[config.mk]
export PLATFORM = sky130hd
export DESIGN_NAME = snes_pad_responder_flat
export DESIGN_NICKNAME = d
export VERILOG_FILES = /design/src/rtl/snes_pad_responder_if.sv /design/src/rtl/snes_pad_responder.sv /design/src/flat_wrapper.sv
export SDC_FILE = /design/constraint.sdc
export NUM_CORES = 1
export LEC_CHECK = 0
export CAP_MARGIN = 20
export CORE_MARGIN = 8
export CORE_UTILIZATION = 57
export DETAILED_ROUTE_END_ITERATION = 10
export MAX_ROUTING_LAYER = met4
export PLACE_DENSITY = 0.82
export RECOVER_POWER = 100
export SLEW_MARGIN = 0
export SYNTH_ARGS = -nofsm -noshare
export SYNTH_HDL_FRONTEND = slang
export SYNTH_SLANG_ARGS = --single-unit
[constraint.sdc]
create_clock -name clock -period 4.3 [get_ports clock]
set_input_delay 0.86 -clock clock [delete_from_list [all_inputs] [get_ports clock]]
set_output_delay 0.86 -clock clock [all_outputs]
set_load 0.02 [all_outputs]
[src/rtl/snes_pad_responder_if.sv]
// Serial pad link between a host (latch, shift clock) and a pad responder.
// The host drives latch and clock; the pad drives serial data back.
interface snes_pad_responder_if;
    logic data_latch;
    logic data_clock;
    logic serial_data;

    modport master (
        output data_latch,
        output data_clock,
        input  serial_data
    );

    modport slave (
        input  data_latch,
        input  data_clock,
        output serial_data
    );
endinterface

[src/rtl/snes_pad_responder.sv]
// Game-pad end of the latch/clock serial controller link.
// Shifts an inverted button word back to the host, bit 0 first.
module snes_pad_responder #(
    parameter int SYNC_STAGES = 2,
    parameter int NUM_BITS    = 16,
    parameter bit FILL_BIT    = 1'b1
) (
    input  logic                 clock,
    input  logic                 reset,
    snes_pad_responder_if.slave  link,
    input  logic [NUM_BITS-1:0]  buttons,
    output logic                 busy,
    output logic                 frame_done,
    output logic [7:0]           poll_count
);

    localparam int CW = $clog2(NUM_BITS + 1);

    typedef enum logic [1:0] {
        S_IDLE,
        S_LOAD,
        S_SHIFT,
        S_DONE
    } state_t;

    logic [SYNC_STAGES-1:0] r_lat_sync;
    logic [SYNC_STAGES-1:0] r_clk_sync;
    logic                   r_lat_prev;
    logic                   r_clk_prev;

    logic w_lat_rise;
    logic w_lat_fall;
    logic w_clk_rise;

    state_t                r_state;
    state_t                w_state_n;
    logic [NUM_BITS-1:0]   r_shift;
    logic [NUM_BITS-1:0]   w_shift_n;
    logic [CW-1:0]         r_cnt;
    logic [CW-1:0]         w_cnt_n;
    logic                  r_busy;
    logic                  w_busy_n;
    logic                  r_done;
    logic                  w_done_n;
    logic [7:0]            r_poll;
    logic [7:0]            w_poll_n;

    // Synchronize host pins into the clock domain and keep last value for edges
    always_ff @(posedge clock or posedge reset) begin
        if (reset) begin
            r_lat_sync <= '0;
            r_clk_sync <= '0;
            r_lat_prev <= 1'b0;
            r_clk_prev <= 1'b0;
        end else begin
            r_lat_sync <= {r_lat_sync[SYNC_STAGES-2:0], link.data_latch};
            r_clk_sync <= {r_clk_sync[SYNC_STAGES-2:0], link.data_clock};
            r_lat_prev <= r_lat_sync[SYNC_STAGES-1];
            r_clk_prev <= r_clk_sync[SYNC_STAGES-1];
        end
    end

    assign w_lat_rise = r_lat_sync[SYNC_STAGES-1] & ~r_lat_prev;
    assign w_lat_fall = ~r_lat_sync[SYNC_STAGES-1] & r_lat_prev;
    assign w_clk_rise = r_clk_sync[SYNC_STAGES-1] & ~r_clk_prev;

    // Next state: latch rise always wins; clock rises only count in SHIFT
    always_comb begin
        w_state_n = r_state;
        w_shift_n = r_shift;
        w_cnt_n   = r_cnt;
        w_done_n  = 1'b0;
        w_poll_n  = r_poll;
        if (w_lat_rise) begin
            w_state_n = S_LOAD;
            w_shift_n = ~buttons;
        end else begin
            unique case (r_state)
                S_LOAD: begin
                    if (w_lat_fall) begin
                        w_state_n = S_SHIFT;
                        w_cnt_n   = '0;
                    end else begin
                        w_shift_n = ~buttons;
                    end
                end
                S_SHIFT: begin
                    if (w_clk_rise) begin
                        w_shift_n = {FILL_BIT, r_shift[NUM_BITS-1:1]};
                        w_cnt_n   = r_cnt + 1'b1;
                        if (r_cnt == CW'(NUM_BITS - 1)) begin
                            w_state_n = S_DONE;
                            w_done_n  = 1'b1;
                            w_poll_n  = r_poll + 8'd1;
                        end
                    end
                end
                default: begin
                end
            endcase
        end
        w_busy_n = (w_state_n == S_LOAD) || (w_state_n == S_SHIFT);
    end

    // State, shift register and status registers
    always_ff @(posedge clock or posedge reset) begin
        if (reset) begin
            r_state <= S_IDLE;
            r_shift <= {NUM_BITS{FILL_BIT}};
            r_cnt   <= '0;
            r_busy  <= 1'b0;
            r_done  <= 1'b0;
            r_poll  <= 8'd0;
        end else begin
            r_state <= w_state_n;
            r_shift <= w_shift_n;
            r_cnt   <= w_cnt_n;
            r_busy  <= w_busy_n;
            r_done  <= w_done_n;
            r_poll  <= w_poll_n;
        end
    end

    assign link.serial_data = r_shift[0];
    assign busy             = r_busy;
    assign frame_done       = r_done;
    assign poll_count       = r_poll;

endmodule

[src/flat_wrapper.sv]
// flat-port wrapper written by rule: the top's interface ports become plain ports
module snes_pad_responder_flat 
#(
    parameter int SYNC_STAGES = 2,
    parameter int NUM_BITS    = 16,
    parameter bit FILL_BIT    = 1'b1
)
  (clock, reset, buttons, busy, frame_done, poll_count, link_data_latch, link_data_clock, link_serial_data);
  snes_pad_responder_if link_i ();
  input  logic clock;
  input  logic reset;
  input  logic [NUM_BITS-1:0] buttons;
  output logic busy;
  output logic frame_done;
  output logic [7:0] poll_count;
  input wire logic [$bits(link_i.data_latch)-1:0] link_data_latch;
  input wire logic [$bits(link_i.data_clock)-1:0] link_data_clock;
  output wire logic [$bits(link_i.serial_data)-1:0] link_serial_data;
  assign link_i.data_latch = link_data_latch;
  assign link_i.data_clock = link_data_clock;
  assign link_serial_data = link_i.serial_data;
  snes_pad_responder #(.SYNC_STAGES(SYNC_STAGES), .NUM_BITS(NUM_BITS), .FILL_BIT(FILL_BIT)) u_core (.clock(clock), .reset(reset), .link(link_i), .buttons(buttons), .busy(busy), .frame_done(frame_done), .poll_count(poll_count));
endmodule
==> impl_metrics.xml <==
<?xml version="1.0" encoding="UTF-8"?>
<metrics>
  <group name="outcome">
    <metric name="run_status" unit="">finished with violations</metric>
    <metric name="failed_checks" unit="">capacitance limit, slew limit</metric>
  </group>
  <group name="clocking">
    <metric name="hold_buffers" unit="">0</metric>
    <metric name="clkLatencyLatePin" unit="ns">0.33</metric>
    <metric name="cts.reportedPaths.clkPinSlew" unit="ns">0.11</metric>
    <metric name="cts_max_level" unit="">2</metric>
    <metric name="clkSinkCount" unit="">39</metric>
    <metric name="cts-resized-gates" unit="">0</metric>
    <metric name="root_buffer" unit="">clkbuf_4</metric>
    <metric name="cts_setup_buffers" unit="">0</metric>
    <metric name="cts-buffers-inserted" unit="">5</metric>
    <metric name="max_root_sink_buffers" unit="">2</metric>
    <metric name="cts_tree" unit="">yes</metric>
  </group>
  <group name="cells_and_area">
    <metric name="design_area" unit="sq um">2270</metric>
    <metric name="fin_nets" unit="">221</metric>
    <metric name="flow.area_growth_from_synthesis" unit="%">19.1</metric>
    <metric name="leading_cell_type_in_the_layout_fill_and_taps_excluded" unit="">dfrtp_1</metric>
    <metric name="final_layout_size_suffix_gt1_frac" unit="">0.208</metric>
    <metric name="layout.cells.most_common_list" unit="">dfrtp_1, o21ai_0, clkdlybuf4s50_1, dfstp_2</metric>
    <metric name="n_antenna_cell" unit="">0</metric>
    <metric name="layout.filler_cells" unit="">254</metric>
  </group>
  <group name="setup_path">
    <metric name="crit_path_max_incr_delay" unit="ns">1.44</metric>
    <metric name="worstPathBufferInverterCount" unit="">1</metric>
    <metric name="timing.critical_path.max_delay_family" unit="">compound AO/OA/AOI/OAI gates</metric>
    <metric name="reg2reg_depth" unit="">5</metric>
    <metric name="cp_max_fo" unit="">24</metric>
    <metric name="crit_path_cell_trace" unit="">inv_1 -&gt; ha_1 -&gt; a21o_1 -&gt; a21oi_1 -&gt; mux2_2</metric>
    <metric name="end_kind" unit="">flop</metric>
    <metric name="worst_path_max_delay_cell" unit="">a21oi_1</metric>
    <metric name="regToRegStartpoint" unit="">u_core.r_state[0]$_DFF_PP0_</metric>
    <metric name="worst_r2r_endpoint" unit="">u_core.r_shift[10]$_DFFE_PP1P_</metric>
    <metric name="r2r_setup_slack" unit="ns">1.12</metric>
    <metric name="criticalPathCategory" unit="">reg2reg</metric>
    <metric name="timing.critical_path.required" unit="ns">4.57</metric>
    <metric name="critPathLaunchType" unit="">flop</metric>
    <metric name="cp.arrival" unit="ns">3.45</metric>
  </group>
  <group name="synth">
    <metric name="yosys.area.top_type_share" unit="">0.301</metric>
    <metric name="biggest_area_consumer_among_synthesized_cells" unit="">dfrtp_1</metric>
    <metric name="yosys_register_bits" unit="">39</metric>
    <metric name="synth.area.top_cells" unit="">dfrtp_1, dfstp_2, mux2_4, mux2_2, o21ai_0</metric>
    <metric name="muxShareOfSynthArea" unit="">0.118</metric>
    <metric name="post_synth_inst_count" unit="">163</metric>
    <metric name="synth_compound_area_frac" unit="">0.125</metric>
    <metric name="yosysWarningCount" unit="">0</metric>
    <metric name="synth.cell_area" unit="sq um">1910</metric>
    <metric name="yosys.area_share.adder" unit="">0.0328</metric>
    <metric name="combinational_family_with_the_most_area_after_synthesis" unit="">compound AO/OA/AOI/OAI gates</metric>
    <metric name="postSynthAreaPerCell" unit="sq um">11.7</metric>
    <metric name="postSynthNetCount" unit="">188</metric>
    <metric name="part_of_the_yosys_area_used_for_sequential_elements" unit="">0.522</metric>
    <metric name="count_of_distinct_cell_types_in_the_synthesized_netlist" unit="">42</metric>
    <metric name="synth_xor_xnor_area_share" unit="">0.0367</metric>
    <metric name="synthSimpleGateAreaFrac" unit="">0.122</metric>
  </group>
  <group name="power_and_ir_drop">
    <metric name="total_power_divided_by_cell_area" unit="nW/um^2">551</metric>
    <metric name="ir_worst_vdd" unit="uV">260</metric>
    <metric name="power.leakage" unit="nW">1.01</metric>
    <metric name="power" unit="mW">1.25</metric>
  </group>
  <group name="global_routing">
    <metric name="grtUsageTotal" unit="">0.157</metric>
    <metric name="global_route_wire_length_before_repair" unit="mm">6.40</metric>
    <metric name="grt_overflow_total" unit="">0</metric>
    <metric name="grt_pass1_vias" unit="">1412</metric>
    <metric name="pin_count_of_the_biggest_net_entering_global_routing" unit="">28</metric>
    <metric name="antenna_found_initial" unit="">0</metric>
  </group>
  <group name="sta">
    <metric name="grt_setup_unrepaired" unit="">no</metric>
    <metric name="finalSetupViolCount" unit="">0</metric>
    <metric name="period_minus_slack" unit="ns">3.18</metric>
    <metric name="total_count_of_hold_check_failures_in_the_final_report" unit="">0</metric>
    <metric name="whs" unit="ns">0.362</metric>
    <metric name="timing.setup.tns" unit="ns">0</metric>
    <metric name="finalMaxSlewViolations" unit="">17</metric>
    <metric name="timing.final.crit_share" unit="">0.740</metric>
    <metric name="final.setup_skew" unit="ns">0.00618</metric>
    <metric name="worst_pin_slew" unit="ns">1.87</metric>
    <metric name="fmax" unit="MHz">314</metric>
    <metric name="maxSlewHeadroom" unit="">-0.244</metric>
  </group>
  <group name="detailed_routing">
    <metric name="routed_wire_length" unit="mm">3.75</metric>
    <metric name="num_vias" unit="">1341</metric>
    <metric name="detail_route.drc_violations" unit="">0</metric>
    <metric name="dr.first_iter.drc_count" unit="">90</metric>
    <metric name="route.antenna.remaining_nets" unit="">0</metric>
    <metric name="routed_via_density" unit="">5.52</metric>
    <metric name="detail_route.first_pass.iterations" unit="">4</metric>
    <metric name="routed_wire_length_per_instance" unit="um">15.4</metric>
  </group>
  <group name="worst_hold_path">
    <metric name="start_point_of_the_worst_hold_path" unit="">u_core.r_clk_sync[0]$_DFF_PP0_</metric>
    <metric name="worst_hold_depth" unit="">0</metric>
    <metric name="min_delay_worst_endpoint" unit="">u_core.r_clk_sync[1]$_DFF_PP0_</metric>
    <metric name="hp-class" unit="">reg2reg</metric>
  </group>
  <group name="run">
    <metric name="cap_viol_max_count" unit="">1</metric>
  </group>
  <group name="floorplan">
    <metric name="area_of_the_die" unit="sq um">5460</metric>
    <metric name="floorplan.initialDensity" unit="">0.581</metric>
    <metric name="floorplan.die.width" unit="um">73.9</metric>
    <metric name="placementRows" unit="">21</metric>
    <metric name="core_area" unit="sq um">3280</metric>
    <metric name="fp.dieH" unit="um">73.9</metric>
    <metric name="num_io_pins" unit="">31</metric>
  </group>
  <group name="place">
    <metric name="gp_congestion" unit="">0.816</metric>
    <metric name="post_dp_cell_area" unit="sq um">2230</metric>
    <metric name="io_buffer_count" unit="">30</metric>
    <metric name="dp.final_hpwl" unit="mm">2.67</metric>
  </group>
</metrics>
[metal layers]
metal | vias up | routed length (um) | track usage
li1 | 644 | - | -
met1 | 661 | 1700 | 0.184
met2 | 28 | 1810 | 0.236
met3 | 8 | 180 | 0.0518
met4 | 0 | 59 | 0.0776
met5 | - | 0 | -
[logic make-up (layout without fill, tap and decap cells)]
group,count (synthesis),after routing
fa+ha+maj,5,5
buf+inv,16,50
compound gates,36,36
mux,18,18
xor+xnor,8,8
flops,39,39
simple gates,41,41
[registers in the layout, summed over array words and instances (netlist names)]
signal             flops
u_core.r_lat_sync      2
u_core.r_lat_prev      1
u_core.r_shift        16
u_core.r_clk_sync      2
u_core.frame_done      1
u_core.r_clk_prev      1
u_core.poll_count      8
u_core.r_state         2
u_core.r_cnt           5
u_core.busy            1
[worst register-to-register path, cell delays in order (launching register included)]
cell and delay (ns):
dfrtp_1 0.39, inv_1 0.05, ha_1 0.46, a21o_1 0.33
a21oi_1 1.44, mux2_2 0.45
[layout make-up]
| cell class | instances | area (sq um) | area share |
|---|---|---|---|
| Sequential cell | 39 | 996 | 0.438 |
| Clock inverter | 1 | 30.0 | 0.0132 |
| Tap cell | 46 | 57.6 | 0.0253 |
| Multi-Input combinational cell | 108 | 801 | 0.352 |
| Clock buffer | 7 | 45.0 | 0.0198 |
| Inverter | 10 | 37.5 | 0.0165 |
| Timing Repair Buffer | 32 | 308 | 0.135 |
[metrics by stage]
stage	std cells	util	setup slack, ns
6_report	243	0.693	1.12
5_1_grt	243	0.693	0.926
4_1_cts	242	0.701	1.96
3_5_place_dp	234	0.678	2.00
3_3_place_gp	234	0.678	2.04
2_1_floorplan	163	-	2.53
[report_power, final]
group,switching (mW),total (mW),internal (mW)
logic,0.217,0.445,0.228
registers,0.0539,0.573,0.519
clock network,0.111,0.235,0.123
total,0.382,1.25,0.870
[synth_stat cells, drive strengths merged]
library cell / instances
a211o: 1
a211oi: 1
a21o: 1
a21oi: 9
a22o: 1
and2: 1
and2b: 1
and3: 2
and3b: 1
and4: 1
buf: 6
dfrtp: 23
dfstp: 16
ha: 5
inv: 10
mux2: 15
mux2i: 3
nand2: 3
nand2b: 2
nand3: 14
nand4: 4
nand4b: 1
nor2: 8
nor3: 1
o21ai: 17
o21bai: 2
o221a: 1
o31ai: 1
o32a: 1
o41ai: 1
or2: 1
or4: 1
xnor2: 6
xor2: 2
[how the worst max path moves through the flow]
| stage | startpoint | end | depth (start not counted) |
|---|---|---|---|
| detailed placement | reset | u_core.r_shift[2]$_DFFE_PP1P_ | 3 |
| finish | u_core.r_state[0]$_DFF_PP0_ | u_core.r_shift[10]$_DFFE_PP1P_ | 5 |
| global route | u_core.r_state[0]$_DFF_PP0_ | u_core.r_shift[11]$_DFFE_PP1P_ | 5 |
| global placement | reset | u_core.r_shift[2]$_DFFE_PP1P_ | 3 |
| CTS | u_core.poll_count[0]$_DFFE_PP0P_ | poll_count[0] | 1 |
| floorplan | u_core.r_state[0]$_DFF_PP0_ | u_core.r_shift[14]$_DFFE_PP1P_ | 6 |
No activity file was read; power rests on OpenSTA's default activity.
